**config.mk**
```make
export PLATFORM = sky130hd
export DESIGN_NAME = mem_bubble_sorter
export DESIGN_NICKNAME = d
export VERILOG_FILES = /design/src/rtl/mem_bubble_sorter.sv
export SDC_FILE = /design/constraint.sdc
export NUM_CORES = 1
export LEC_CHECK = 0
export ABC_CLOCK_PERIOD_IN_PS = 4350
export CAP_MARGIN = 10
export CORE_UTILIZATION = 55
export DETAILED_ROUTE_END_ITERATION = 7
export PLACE_DENSITY = 0.83
export SKIP_CTS_REPAIR_TIMING = 1
export SLEW_MARGIN = 20
export SYNTH_ARGS = -nofsm -noshare
export SYNTH_HDL_FRONTEND = slang
export SYNTH_SLANG_ARGS = --single-unit
```
**constraint.sdc**
```tcl
create_clock -name clk -period 4.35 [get_ports clk]
set_input_delay 0.435 -clock clk [delete_from_list [all_inputs] [get_ports clk]]
set_output_delay 0.435 -clock clk [all_outputs]
set_load 0.02 [all_outputs]
```
**src/rtl/mem_bubble_sorter.sv**
```systemverilog
// -----------------------------------------------------------------------------
// mem_bubble_sorter
//   In-place bubble-sort engine sitting beside a single-port synchronous word
//   memory. On an accepted start it sorts len words from base_addr upwards
//   (address arithmetic wraps modulo 2**ADDR_W). It reports busy, a one-cycle
//   done pulse and a saturating swap counter.
//
//   Optional build macro: SORT_EARLY_EXIT_EN
//     defined   -> a pass with no swaps ends the sort immediately
//     undefined -> all len-1 passes always run
//
// Ports
//   clk          single clock, all state changes on posedge
//   rst          synchronous active-high reset
//   start        one-cycle request, only honoured in IDLE
//   base_addr    first element address, latched on accepted start
//   len          element count, latched on accepted start
//   busy         high from the cycle after an accepted start until done
//   done         one-cycle completion pulse
//   mem_rd_en    read strobe, mem_rd_data valid the following cycle
//   mem_wr_en    write strobe
//   mem_addr     shared read/write address
//   mem_wr_data  write data
//   mem_rd_data  read data (1-cycle latency)
//   swap_count   swaps in the last/current sort, saturating
// -----------------------------------------------------------------------------
module mem_bubble_sorter #(
    parameter int DATA_W     = 32,
    parameter int ADDR_W     = 10,
    parameter int LEN_W      = 8,
    parameter int SIGNED_CMP = 1,
    parameter int DESCENDING = 0
) (
    input  logic              clk,
    input  logic              rst,
    input  logic              start,
    input  logic [ADDR_W-1:0] base_addr,
    input  logic [LEN_W-1:0]  len,
    output logic              busy,
    output logic              done,
    output logic              mem_rd_en,
    output logic              mem_wr_en,
    output logic [ADDR_W-1:0] mem_addr,
    output logic [DATA_W-1:0] mem_wr_data,
    input  logic [DATA_W-1:0] mem_rd_data,
    output logic [15:0]       swap_count
);

    typedef enum logic [2:0] {
        ST_IDLE = 3'd0,
        ST_RD_A = 3'd1,
        ST_RD_B = 3'd2,
        ST_CMP  = 3'd3,
        ST_WR_A = 3'd4,
        ST_WR_B = 3'd5,
        ST_NEXT = 3'd6,
        ST_DONE = 3'd7
    } state_t;

    state_t              state_r;
    logic [ADDR_W-1:0]   base_r;
    logic [LEN_W-1:0]    len_r;
    logic [LEN_W-1:0]    i_r;
    logic [LEN_W-1:0]    j_r;
    logic [DATA_W-1:0]   a_r;
    logic                pass_swap_r;

    logic [ADDR_W-1:0]   addr_j_s;
    logic [ADDR_W-1:0]   addr_j1_s;
    logic [LEN_W-1:0]    last_j_s;
    logic                more_s;
    logic                pass_last_s;
    logic                finish_s;
    logic                swap_s;

    // Ordering primitive; the compare flavour is fixed at elaboration.
    function automatic logic is_less(input logic [DATA_W-1:0] x,
                                     input logic [DATA_W-1:0] y);
        if (SIGNED_CMP != 0) begin
            return ($signed(x) < $signed(y));
        end else begin
            return (x < y);
        end
    endfunction

    // Element addresses for the current pair, wrapping at the top of memory.
    assign addr_j_s  = base_r + ADDR_W'(j_r);
    assign addr_j1_s = addr_j_s + ADDR_W'(1);

    // Inner-loop bound: pair index j runs 0 .. len-2-i within pass i.
    assign last_j_s  = len_r - LEN_W'(2) - i_r;
    assign more_s    = (j_r < last_j_s);

    // Pass i is the last one when i+1 >= len-1; widened so len near max cannot overflow.
    assign pass_last_s = (({1'b0, i_r} + (LEN_W+1)'(2)) >= {1'b0, len_r});

`ifdef SORT_EARLY_EXIT_EN
    assign finish_s = pass_last_s || !pass_swap_r;
`else
    assign finish_s = pass_last_s;
`endif

    // Swap decision: b (arriving on mem_rd_data in CMP) against the registered a.
    assign swap_s = (DESCENDING != 0) ? is_less(a_r, mem_rd_data)
                                      : is_less(mem_rd_data, a_r);

    // Main sequencer. Memory strobes are registered on entry to the state that
    // owns them, so they are visible for exactly that state's cycle.
    always_ff @(posedge clk) begin
        if (rst) begin
            state_r     <= ST_IDLE;
            base_r      <= '0;
            len_r       <= '0;
            i_r         <= '0;
            j_r         <= '0;
            a_r         <= '0;
            pass_swap_r <= 1'b0;
            busy        <= 1'b0;
            done        <= 1'b0;
            mem_rd_en   <= 1'b0;
            mem_wr_en   <= 1'b0;
            mem_addr    <= '0;
            mem_wr_data <= '0;
            swap_count  <= 16'h0000;
        end else begin
            done      <= 1'b0;
            mem_rd_en <= 1'b0;
            mem_wr_en <= 1'b0;
            case (state_r)
                ST_IDLE: begin
                    if (start) begin
                        swap_count <= 16'h0000;
                        if (len >= LEN_W'(2)) begin
                            base_r      <= base_addr;
                            len_r       <= len;
                            i_r         <= '0;
                            j_r         <= '0;
                            pass_swap_r <= 1'b0;
                            busy        <= 1'b1;
                            mem_rd_en   <= 1'b1;
                            mem_addr    <= base_addr;
                            state_r     <= ST_RD_A;
                        end else begin
                            // Nothing to sort: complete without touching memory.
                            state_r <= ST_DONE;
                        end
                    end else begin
                        state_r <= ST_IDLE;
                    end
                end
                ST_RD_A: begin
                    mem_rd_en <= 1'b1;
                    mem_addr  <= addr_j1_s;
                    state_r   <= ST_RD_B;
                end
                ST_RD_B: begin
                    a_r     <= mem_rd_data;
                    state_r <= ST_CMP;
                end
                ST_CMP: begin
                    if (swap_s) begin
                        mem_wr_en   <= 1'b1;
                        mem_addr    <= addr_j_s;
                        mem_wr_data <= mem_rd_data;
                        state_r     <= ST_WR_A;
                    end else begin
                        state_r <= ST_NEXT;
                    end
                end
                ST_WR_A: begin
                    mem_wr_en   <= 1'b1;
                    mem_addr    <= addr_j1_s;
                    mem_wr_data <= a_r;
                    pass_swap_r <= 1'b1;
                    if (swap_count != 16'hFFFF) begin
                        swap_count <= swap_count + 16'd1;
                    end else begin
                        swap_count <= swap_count;
                    end
                    state_r <= ST_WR_B;
                end
                ST_WR_B: begin
                    state_r <= ST_NEXT;
                end
                ST_NEXT: begin
                    if (more_s) begin
                        j_r       <= j_r + LEN_W'(1);
                        mem_rd_en <= 1'b1;
                        mem_addr  <= addr_j1_s;
                        state_r   <= ST_RD_A;
                    end else begin
                        i_r         <= i_r + LEN_W'(1);
                        j_r         <= '0;
                        pass_swap_r <= 1'b0;
                        if (finish_s) begin
                            state_r <= ST_DONE;
                        end else begin
                            mem_rd_en <= 1'b1;
                            mem_addr  <= base_r;
                            state_r   <= ST_RD_A;
                        end
                    end
                end
                ST_DONE: begin
                    done    <= 1'b1;
                    busy    <= 1'b0;
                    state_r <= ST_IDLE;
                end
                default: begin
                    busy    <= 1'b0;
                    state_r <= ST_IDLE;
                end
            endcase
        end
    end

endmodule

```
# Word level (Yosys, flattened, before mapping)
# Index checks and enable logic that the tools add are counted.
word_totals:
  memories: 0
  latch_bits: 0
  mem_bits_rw: 0
  out_inout_bits: 62
  in_bits: 53
  elab_cells: 87
  romBits: 0
  register_bits: 131
op_classes:
  n_reduce_logical: 14
  order_cmp: 4
  div_mod_pow: 0
  n_mul: 0
  bitwise: 0
  addsub: 8
  n_eq_ne: 14
  shift: 0
  muxes: 34
ops:
  columns: ["operator", "n"]
  rows:
  - ["$pmux 32 s2", 1]
  - ["$mux 10", 5]
  - ["$pmux 10 s4", 1]
  - ["$lt 32x32->1", 1]
  - ["$mux 16", 2]
  - ["$mux 32", 1]
  - ["$mux 8", 4]
  - ["$pmux 16 s2", 1]
  - ["$pmux 8 s2", 2]
  - ["$pmux 3 s8", 1]
  - ["$add 16x1->16 const B", 1]
  - ["$add 8x1->8 const B", 2]
  - ["$ne 16x16->1 const B", 1]
  - ["$eq 3x3->1 const B", 4]
  - ["$mux 3", 4]
  - ["$reduce_and 3->1", 4]
  - ["$add 10x1->10 const B", 1]
  - ["$add 10x8->10", 1]
  - ["$ne 2x2->1 const B", 5]
  - ["$add 8x2->9 const B", 1]
  - ["$ge 9x8->1", 1]
  - ["$ge 8x2->1 const B", 1]
  - ["$lt 8x8->1", 1]
  - ["$mux 1", 8]
  - ["15 further kinds", 20]

# Longest topological paths before layout
# Gate-level depths: netlist (run 1).
depth:
  ltp_word: 5
  depth_mapped: 21

# Worst setup path before layout (run 1)
# No wires, ideal clock.
synth_path:
  path_type: "register to register"
  start: "register i_r[1]"
  end: "register mem_addr[1]"
  path_stages_with_launch: 18
  t_required_ns: 4.222
  arrival_ns: 3.821
  setup_slack_ns: 0.401
  n_path_buf: 0
  cell_sequence: "dfxtp_1 -> inv_1 -> ha_1 -> ha_1 -> fa_1 -> a21oi_1 -> nor2_1 -> nor2_1 -> o21bai_1 -> a21oi_1 -> xnor2_1 -> ha_1 -> nand4_1 -> o311ai_1 -> o21ai_1 -> a221o_1 -> mux2i_1 -> nor2_1"
synth_via:
  elab_chain_len: 4
  word_cells_on_any_way: 8
synth_lines:
  columns: ["item", "line", "source"]
  rows:
  - ["start: declaration", "63", "logic [LEN_W-1:0] i_r;"]
  - ["start signal: assignment", "192", "i_r <= i_r + LEN_W'(1);"]
  - ["$add 8x2->9 / $sub 8x8->8 (equally long branches)", "95, 91", null]
  - ["$ge 9x8->1 / $lt 8x8->1 (equally long branches)", "95, 92", null]
  - ["$ne 3x3->1 (no source line) / $mux 10 (equally long branches)", null, null]
  - ["$reduce_and 5->1 (no source line) / $pmux 10 s4 (equally long branches)", null, null]
  - ["end signal: assignment", "141", "mem_addr <= base_addr;"]
  - ["end signal: assignment", "153", "mem_addr <= addr_j1_s;"]
  - ["end signal: assignment", "163", "mem_addr <= addr_j_s;"]
  - ["end: declaration", "43", "output logic [ADDR_W-1:0] mem_addr,"]
# Parallel ways exist; a longest one is shown, timed or not.
# A chain may end at the register's enable or synchronous reset.

# Worst setup path after layout (run 1)
layout_path:
  start: "register i_r[1]"
  end: "register mem_addr[2]"
# Same word-level chain as after synthesis.

==> results of run 1 <==
## metal layers
layer / GRT usage / vias up / share of wire
met5: 0 / - / 0
met4: 0.1111 / 0 / 0.021
met3: 0.07472 / 32 / 0.059
met2: 0.4396 / 179 / 0.46
met1: 0.3640 / 3359 / 0.46
li1: - / 3479 / -
## worst max-delay path by stage
stage | end | depth (start not counted)
floorplan | mem_addr[1]$_SDFFE_PP0P_ | 17
global placement | mem_addr[8]$_SDFFE_PP0P_ | 19
detailed placement | mem_addr[8]$_SDFFE_PP0P_ | 19
CTS | mem_addr[8]$_SDFFE_PP0P_ | 19
global route | mem_addr[5]$_SDFFE_PP0P_ | 19
finish | mem_addr[2]$_SDFFE_PP0P_ | 18
## power by group through the flow
stage               Combinational, uW  Clock [uW]  Sequential (uW)
floorplan                         391           0             1370
global placement                  627           0             1350
detailed placement                644           0             1350
CTS                               649        1390             1330
global route                      725        1450             1340
finish                            655        1380             1330
## layout make-up
cell class                      count  area (um^2)  area share
Inverter                           62        232.7     0.02402
Clock inverter                      9        106.4     0.01098
Tap cell                          180        225.2     0.02324
Multi-Input combinational cell    698         4795      0.4948
Sequential cell                   131         2624      0.2708
Clock buffer                       21        450.4     0.04649
Timing Repair Buffer              128         1256      0.1296
## state kept, by name (all words and copies together) (netlist names)
register	count
len_r	8
base_r	10
done	1
mem_wr_data	32
state_r	3
i_r	8
j_r	8
mem_addr	10
mem_rd_en	1
a_r	32
swap_count	16
busy	1
mem_wr_en	1
## cells in the final DEF (no fill, tap or decap), drive strengths merged, types with 4 or more instances in the layout
cell type      netlist  final
xnor2               25     25
o21ai               24     24
nand3b               5      5
a211oi              36     36
a221oi               4      4
a22oi                4      4
ha                  72     72
nand2              135    135
a21o                 9      9
nand4               14     14
dfxtp              131    131
nand2b               9      9
o21a                 9      9
and4                 4      4
clkbuf              39     21
or2                  5      5
nor4                 7      7
xor2                20     20
a311oi               4      4
nor3                14     14
a21oi               89     89
nor2b                4      4
and2                 4      4
and3                 7      7
o21bai               4      4
nor2                91     91
nand3               15     15
buf                 10     15
inv                 62     63
mux2i               39     39
clkdlybuf4s50        0    113
or3                  5      5
## kinds of logic (layout without fill, tap and decap cells)
kind of cell | Yosys count | after routing
fa+ha+maj | 74 | 74
mux | 39 | 39
xor+xnor | 45 | 45
compound gates | 215 | 215
flops | 131 | 131
simple gates | 325 | 325
buf+inv | 111 | 220
## critical path, delay by kind of cell, from the launching register on
family          cells  cell delay [ns]
flops               1             0.39
fa+ha+maj           4             1.28
compound gates      8             1.67
simple gates        4             0.45
buf+inv             1             0.07
xor+xnor            1             0.10
## through the flow
stage                     cell area (um^2)  total power, uW    util  worst slack (ns)  hold WS, ns
after CTS                             9651             3367  0.6952            0.1082       0.4551
after detailed placement              9094             1994  0.6551            0.1490       0.4475
after global placement                9094             1976  0.6551            0.3572       0.4435
after global routing                  9689             3511  0.6980          -0.01987       0.4800
after floorplan                       7838             1762       -            0.4011       0.4363
final                                 9689             3366  0.6980            0.2615       0.4530
==> results list, run 1 <==
* Result of the run: complete, no violations
- Number of cell rows: 43
* Clock-pin slew reported for the worst setup and hold paths after clock tree synthesis: 0.06 ns
- Synth warn: 0
- Clk_lat worst skew: about 0.43 ns
- Number of ports placed on the die boundary: around 120
* Core area: ~14000 um^2
- The detailed router finished its first iteration with 344 violations.
- In the synthesized netlist the async set-or-reset flop fraction comes to 0.
* Number of buffers inserted by port buffering: approximately 110
* Number of buffers created by CTS: 17
- The H-tree was split into 4 levels.
- Max-Cap Viols: 0
* Total of endpoints with negative setup slack in the final report: 0
* Pin count of the biggest net entering global routing: 65
* Post-synthesis sequential element count: between 100 and 150
- Die area: between 10000 and 15000 um^2
- STA puts the critical path data required time at between 4 and 5 ns.
- Clock root buffer: sky130_fd_sc_hd__clkbuf_16
- Counting distinct cell types in the post-synthesis netlist gives 68.
- Gate count after technology mapping: between 900 and 1000
- The signal on the critical path passes through inv_1 -> ha_1 -> ha_1 -> fa_1 -> a21oi_1 -> nor2_1 -> nor2_1 -> o21bai_1 -> a21oi_1 -> xnor2_1 -> ha_1 -> nand4_1 -> o311ai_1 -> o21a_1 -> o21ai_0 -> nand2_1 -> a311oi_1 -> a21o_1.
* Post-synthesis to final-layout area growth: 23.63%
- The count of pins over their slew limit came to 0.
- The final hold violation count came to 0.
* Fraction of the mapped netlist area in compound gates: 0.1936
- WHS Endpoint: len_r[1]$_SDFFE_PP0P_
* Vert. Die Dim: around 120 um
- Number of global-route vias before repair: ~6800
* Vias: 7049
- VDD IR max: 333.8 uV
- Among all cell types in the netlist, the one instantiated most often is sky130_fd_sc_hd__nand2_1.
- After filler insertion, the fill cell instance count of the layout stands at 1108.
- After detailed routing, the number of vias per cell comes to between 5 and 6.
- Max stage delay cell, worst path: sky130_fd_sc_hd__o311ai_1
* 1st-pass router iterations: 5
- Placed wire-length estimate: about 14 mm
- Of the total synthesized cell area, the portion taken by AND, OR, NAND and NOR gates is 0.1936.
- The first global-routing pass estimated around 33 mm of wire.
- Antenna violations before repair: 0
- In the finished design, the share of the clock period the worst path needs comes to 0.9399.
- Reg-to-Reg End: mem_addr[2]$_SDFFE_PP0P_
- For this design the static power due to leakage is 0.003593 uW.
* Crit path launch type: flop
- The share of total power dissipated in combinational logic is 0.194.
- In the routed design, unresolved DRC markers number 0.
- Dividing total power by cell area gives a power density of about 350 nW/um^2.
- The startpoint identified for the worst hold timing path is len_r[1]$_SDFFE_PP0P_.
- For the pin with the worst max-slew slack, the measured transition is 0.7931 ns.
* Cell type contributing the most total cell area after synthesis: sky130_fd_sc_hd__dfxtp_1
- Non-filler instance count after layout: about 1200
- Of the total power, the clock network draws 0.411.
* Final nets: 1165
- The clock net in this run drives a total of between 100 and 150 sinks.
- For this run, the slowest stage of the critical path takes between 0.4 and 0.5 ns.
- The detail route stage leaves a number of antenna-violating nets equal to 0.
* Average cell area after synthesis: around 8.3 um^2
- Critical Path End Type: flop
- For flop-to-flop paths, the worst setup slack is 0.26 ns.
- WP data arrival: 4.42 ns
- Along the worst path, the maximum fanout reaches 7.
* Shortest period the worst path allows: between 4 and 5 ns
- Instance count along the most critical hold path: 2
- Counting flops with a built-in enable in the synthesized netlist gives 0.
- The number of nets handed over by synthesis was between 1000 and 1500.
- Main combinational cell family by area after synthesis: compound AO/OA/AOI/OAI gates
- Max Clock Skew: 0.01097 ns
* Horiz. Die Dim: between 100 and 150 um
- For this run the aggregate overflow at the end of global routing stands at 0.
- Area of the mapped netlist: 7838 um^2
* Most frequent cell on the critical path: sky130_fd_sc_hd__ha_1
- Counting cells, the worst reg-to-reg path comes to 18.
* Fraction of the mapped netlist area in adder cells: 0.1201
- The portion of synthesized area spent on multiplexers is 0.04981.
- By count the netlist is led by sky130_fd_sc_hd__nand2_1 (134), sky130_fd_sc_hd__dfxtp_1 (131), sky130_fd_sc_hd__nor2_1 (91).
- Effective utilization at floorplan: 0.5646
* Inst Count DP: approximately 1200
- Final wirelength: just under 20 mm
* Clock tree from TritonCTS: built
- Maximum clock rate: approximately 240 MHz
- Of the synthesized area, sequential elements account for 0.3346.
* Critical path class: reg -> reg
* Startpoint of the worst register-to-register path: i_r[1]$_SDFFE_PP0P_
- Min-delay worst type: reg -> reg
* Routability-driven placement congestion ratio: about 0.85
* Routed len/inst: roughly 16 um
* Part of the total power dissipated in sequential elements: 0.394
* Worst slew margin: 0.4713
- Share of the synthesized netlist area taken by xor and xnor gates: 0.05029
* Most area-consuming cells after synthesis: sky130_fd_sc_hd__dfxtp_1 (33%), sky130_fd_sc_hd__ha_1 (11%), sky130_fd_sc_hd__nand2_1 (6.4%)
- For the final routed database, the setup TNS stands at 0 ns.
* Leading register cell type out of synthesis: sky130_fd_sc_hd__dfxtp_1
- For this run, the total global-route usage over all layers was measured as 0.2804.
- 0 antenna diodes ended up in the layout.
- Of the total power, the share spent switching nets is 0.2857.
* Clk buf depth: 2
- The internal portion of the total power is approximately 2400 uW.
- In the final layout, the share of cells above drive strength 1 is 0.08389.
- Yosys top cell area share: 0.3346
- Tracing the worst setup path back leads to its startpoint at i_r[1]$_SDFFE_PP0P_.
* Psw: about 960 uW
No activity file was read; power rests on OpenSTA's default activity.
==> run 2, diff against run 1 <==
--- a/config.mk
+++ b/config.mk
@@ -5,11 +5,11 @@
 export SDC_FILE = /design/constraint.sdc
 export NUM_CORES = 1
 export LEC_CHECK = 0
-export ABC_CLOCK_PERIOD_IN_PS = 4350
+export ABC_CLOCK_PERIOD_IN_PS = 3650
 export CAP_MARGIN = 10
-export CORE_UTILIZATION = 55
+export CORE_UTILIZATION = 50
 export DETAILED_ROUTE_END_ITERATION = 7
-export PLACE_DENSITY = 0.83
+export PLACE_DENSITY = 0.79
 export SKIP_CTS_REPAIR_TIMING = 1
 export SLEW_MARGIN = 20
 export SYNTH_ARGS = -nofsm -noshare
==> constraint.sdc (replaced) <==
create_clock -name clk -period 3.65 [get_ports clk]
set_input_delay 0.365 -clock clk [delete_from_list [all_inputs] [get_ports clk]]
set_output_delay 0.365 -clock clk [all_outputs]
set_load 0.02 [all_outputs]
==> run 2 against run 1 <==
Against the previous run: the flow now finishes with violations (setup timing); first-iteration DRC count increased by 24%; maximum frequency rose by 8.3%; via count up 1.3%; clock-buffer cell count up 2; clock power increased by 14%; power increased by 19%; final area is 3.4% higher; critical endpoint is now mem_addr[1]$_SDFFE_PP0P_.
==> results list, run 2 (synthesis results as in run 1) <==
- Data required time at the worst endpoint: 3.93 ns (-0.75 ns)
- The final critical-path required period is 3.776 ns (-0.3129 ns).
- The delay of the slowest critical-path stage is 0.40 ns (-0.07 ns).
- Number of remaining DRC errors: 0 (unchanged)
- Number of buffers inserted by port buffering: 114 (unchanged)
* Sum of met2 wire segment lengths after detailed routing: 9.607 mm (+6.7%)
* Clock root buffer: sky130_fd_sc_hd__clkbuf_16
- Number of cell rows: 45 (+4.7%)
* Final Hold Violating Endpoints: 0 (unchanged)
- Worst slew margin: 0.3974 (-0.07386)
* Clk buf depth: 2 (unchanged)
* Non-filler instance count after layout: 1282 (+4.3%)
- Number of global-route vias before repair: 6730 (-1.6%)
- The worst clock skew came to 0.007463 ns (-0.003508 ns).
- Routability-driven placement congestion ratio: 0.8565 (+0.69%)
* Violations in the final reports: setup timing
* Total overflow reported by the global router: 0 (unchanged)
* Antenna violation net count after detailed routing: 0 (unchanged)
* Count of antenna diodes in the layout: 0 (unchanged)
- The total I/O pin count came to 115 (unchanged).
* Final nets: 1188 (+2.0%)
- Die area: 16180 um^2 (+9.8%)
- The path class of the tightest hold or removal check is reg -> reg.
- Max-Cap Viols: 0 (unchanged)
* Power density over the cells: 399.1 nW/um^2 (+15%)
- The transition at the pin with the smallest max-transition slack was 0.8994 ns (+0.1064 ns).
- Unrepaired setup endpoints after global routing: true
- The share of cells above drive strength 1 was 0.1232 (+0.03936).
* Total of endpoints with negative setup slack in the final report: 10 (+10)
- 1st-pass router iterations: 5 (unchanged)
- The count of H-tree levels built during CTS came to 4 (unchanged).
* Max stage delay cell, worst path: sky130_fd_sc_hd__fa_2
- TritonCTS built the clock tree.
- Clk_lat worst skew: 0.42 ns (about the same)
- The worst setup path is of the reg -> reg kind.
- Result of the run: finished, violations left
* Clock-pin slew reported for the worst setup and hold paths after clock tree synthesis: 0.05 ns (about the same)
- The largest registers in the layout are a_r (32), mem_wr_data (32), swap_count (16).
- Walking the worst path, the cells encountered are inv_2 -> ha_4 -> ha_4 -> fa_2 -> a21oi_2 -> nor2_2 -> nor2_2 -> o21bai_1 -> a21oi_1 -> xnor2_1 -> ha_1 -> nand4_1 -> nor3_2 -> buf_4 -> o21ai_2 -> o22ai_2 -> nor3b_4 -> buf_4 -> buf_12 -> mux2i_1 -> nor2_1.
* Routed wl met3: 1.110 mm (-2.9%)
- Most used cells in the layout excluding fill and tap cells: sky130_fd_sc_hd__nand2_1 (134), sky130_fd_sc_hd__dfxtp_1 (128), sky130_fd_sc_hd__clkdlybuf4s50_1 (113), sky130_fd_sc_hd__nor2_1 (86), sky130_fd_sc_hd__a21oi_1 (85)
- Overall track demand over capacity in global routing: 0.2491 (-0.03132)
* Inst Count DP: 1245 (+4.0%)
* Placed wire-length estimate: 13.76 mm (+0.94%)
- The library cell used most frequently in the layout, excluding fill and tap cells, is sky130_fd_sc_hd__nand2_1.
- Routed len/inst: 15.69 um (-0.98%)
- STA classifies the critical path startpoint as a flop.
* Final wirelength: 20.11 mm (+3.3%)
- The worst-case vdd ir drop was 361.4 uV (+8.3%).
* WP data arrival: 4.06 ns (-0.36 ns)
- Critical Path End Type: flop
- Setup slack after layout: -0.1256 ns (-0.3871 ns)
* Horiz. Die Dim: 127.2 um (+4.8%)
- Iter 0 DRT Violations: 426 (+24%)
- The initial cell density of the core is 0.5137 (-0.05098).
* Global-route wire length before repair: 32.39 mm (-1.1%)
- Wire length the detailed router placed on met1: 9.089 mm (+1.9%)
- The number of antenna violations at the first check in global routing is 0 (unchanged).
* Max-slew violations: 0 (unchanged)
- Vias: 7144 (+1.3%)
- The area growth from synthesis to layout is 27.81%.
- Vert. Die Dim: 127.2 um (+4.8%)
- The timing-limited maximum frequency came to 264.9 MHz (+8.3%).
- The detailed router used layers up to and including met4.
- Fin crit share: 1.034 (+0.09453)
- The number of vias per cell after detailed routing is 5.573 (-2.8%).
* Core area: 15260 um^2 (+9.9%)
- Number of buffers created by CTS: 17 (unchanged)
* Clock Sink Count: 131 (unchanged)
- Crit path max fanout: 8 (+1)
- The fraction of the core area covered by cells at the end of the flow is 0.6565 (-0.04154).
- Pin count of the biggest net entering global routing: 66 (+1.5%)
* Static leakage power: 0.003735 uW (+3.9%)
==> run 2: changes by cell type in the layout (fill, tap and decap cells not counted), sizes merged <==
| cell | before | now |
|---|---|---|
| buf | 15 | 37 |
| bufinv | 2 | 1 |
| clkbuf | 21 | 24 |
| clkinv | 3 | 4 |
| clkinvlp | 3 | 1 |
| inv | 63 | 62 |
==> run 2: routing by layer <==
layer | vias up | GRT usage
li1 | 3518 | -
met1 | 3421 | 0.3186
met2 | 179 | 0.4127
met3 | 26 | 0.06575
met4 | 0 | 0.07143
met5 | - | 0
==> run 2: report_power, final <==
group | total (uW) | switching [uW] | internal [uW]
Sequential | 1580 | 70.3 | 1510
Combinational | 846 | 461 | 385
Clock | 1570 | 614 | 954
==> run 2: layout make-up <==
| class | instances | area, um^2 |
|---|---|---|
| Multi-Input combinational cell | 698 | 4906 |
| Tap cell | 211 | 264.0 |
| Clock buffer | 23 | 467.9 |
| Clock inverter | 6 | 57.56 |
| Fill cell | 1273 | 5241 |
| Sequential cell | 131 | 2626 |
| Timing Repair Buffer | 151 | 1463 |
| Inverter | 62 | 232.7 |
==> run 2: critical path, delay by kind of cell, from the launching register on <==
| kind | cells | cell delay, ns |
|---|---|---|
| AO/OA/AOI/OAI | 5 | 0.69 |
| XOR/XNOR | 1 | 0.10 |
| adder cells (fa/ha/maj) | 4 | 1.15 |
| buffers and inverters | 4 | 0.49 |
| flip-flops | 1 | 0.33 |
| multiplexers | 1 | 0.18 |
| AND/OR/NAND/NOR | 6 | 0.67 |
==> run 2: path summary, 6_finish.rpt <==
| kind | cells after the start | endpoint | slack [ns] | start |
|---|---|---|---|---|
| setup / recovery | 21 | mem_addr[1]$_SDFFE_PP0P_ | -0.13 | len_r[1]$_SDFFE_PP0P_ |
| hold / removal | 2 | len_r[6]$_SDFFE_PP0P_ | 0.46 | len_r[6]$_SDFFE_PP0P_ |
| setup reg to reg | 21 | mem_addr[1]$_SDFFE_PP0P_ | -0.13 | len_r[1]$_SDFFE_PP0P_ |
| hold reg to reg | 2 | len_r[6]$_SDFFE_PP0P_ | 0.46 | len_r[6]$_SDFFE_PP0P_ |
==> run 2: metrics by stage <==
stage          worst slack (ns)  hold WS, ns  power [uW]  TNS, ns  instance area, um^2
2_1_floorplan           0.01481       0.4363        2106        0                 7866
3_3_place_gp           -0.06065       0.4434        2380  -0.1402                 9303
3_5_place_dp            -0.1989       0.4510        2401   -1.723                 9310
4_1_cts                 -0.2275       0.4467        3962   -2.072                 9836
5_1_grt                 -0.2593       0.4738        4174   -2.529                10020
6_report                -0.1256       0.4600        3998  -0.8038                10020
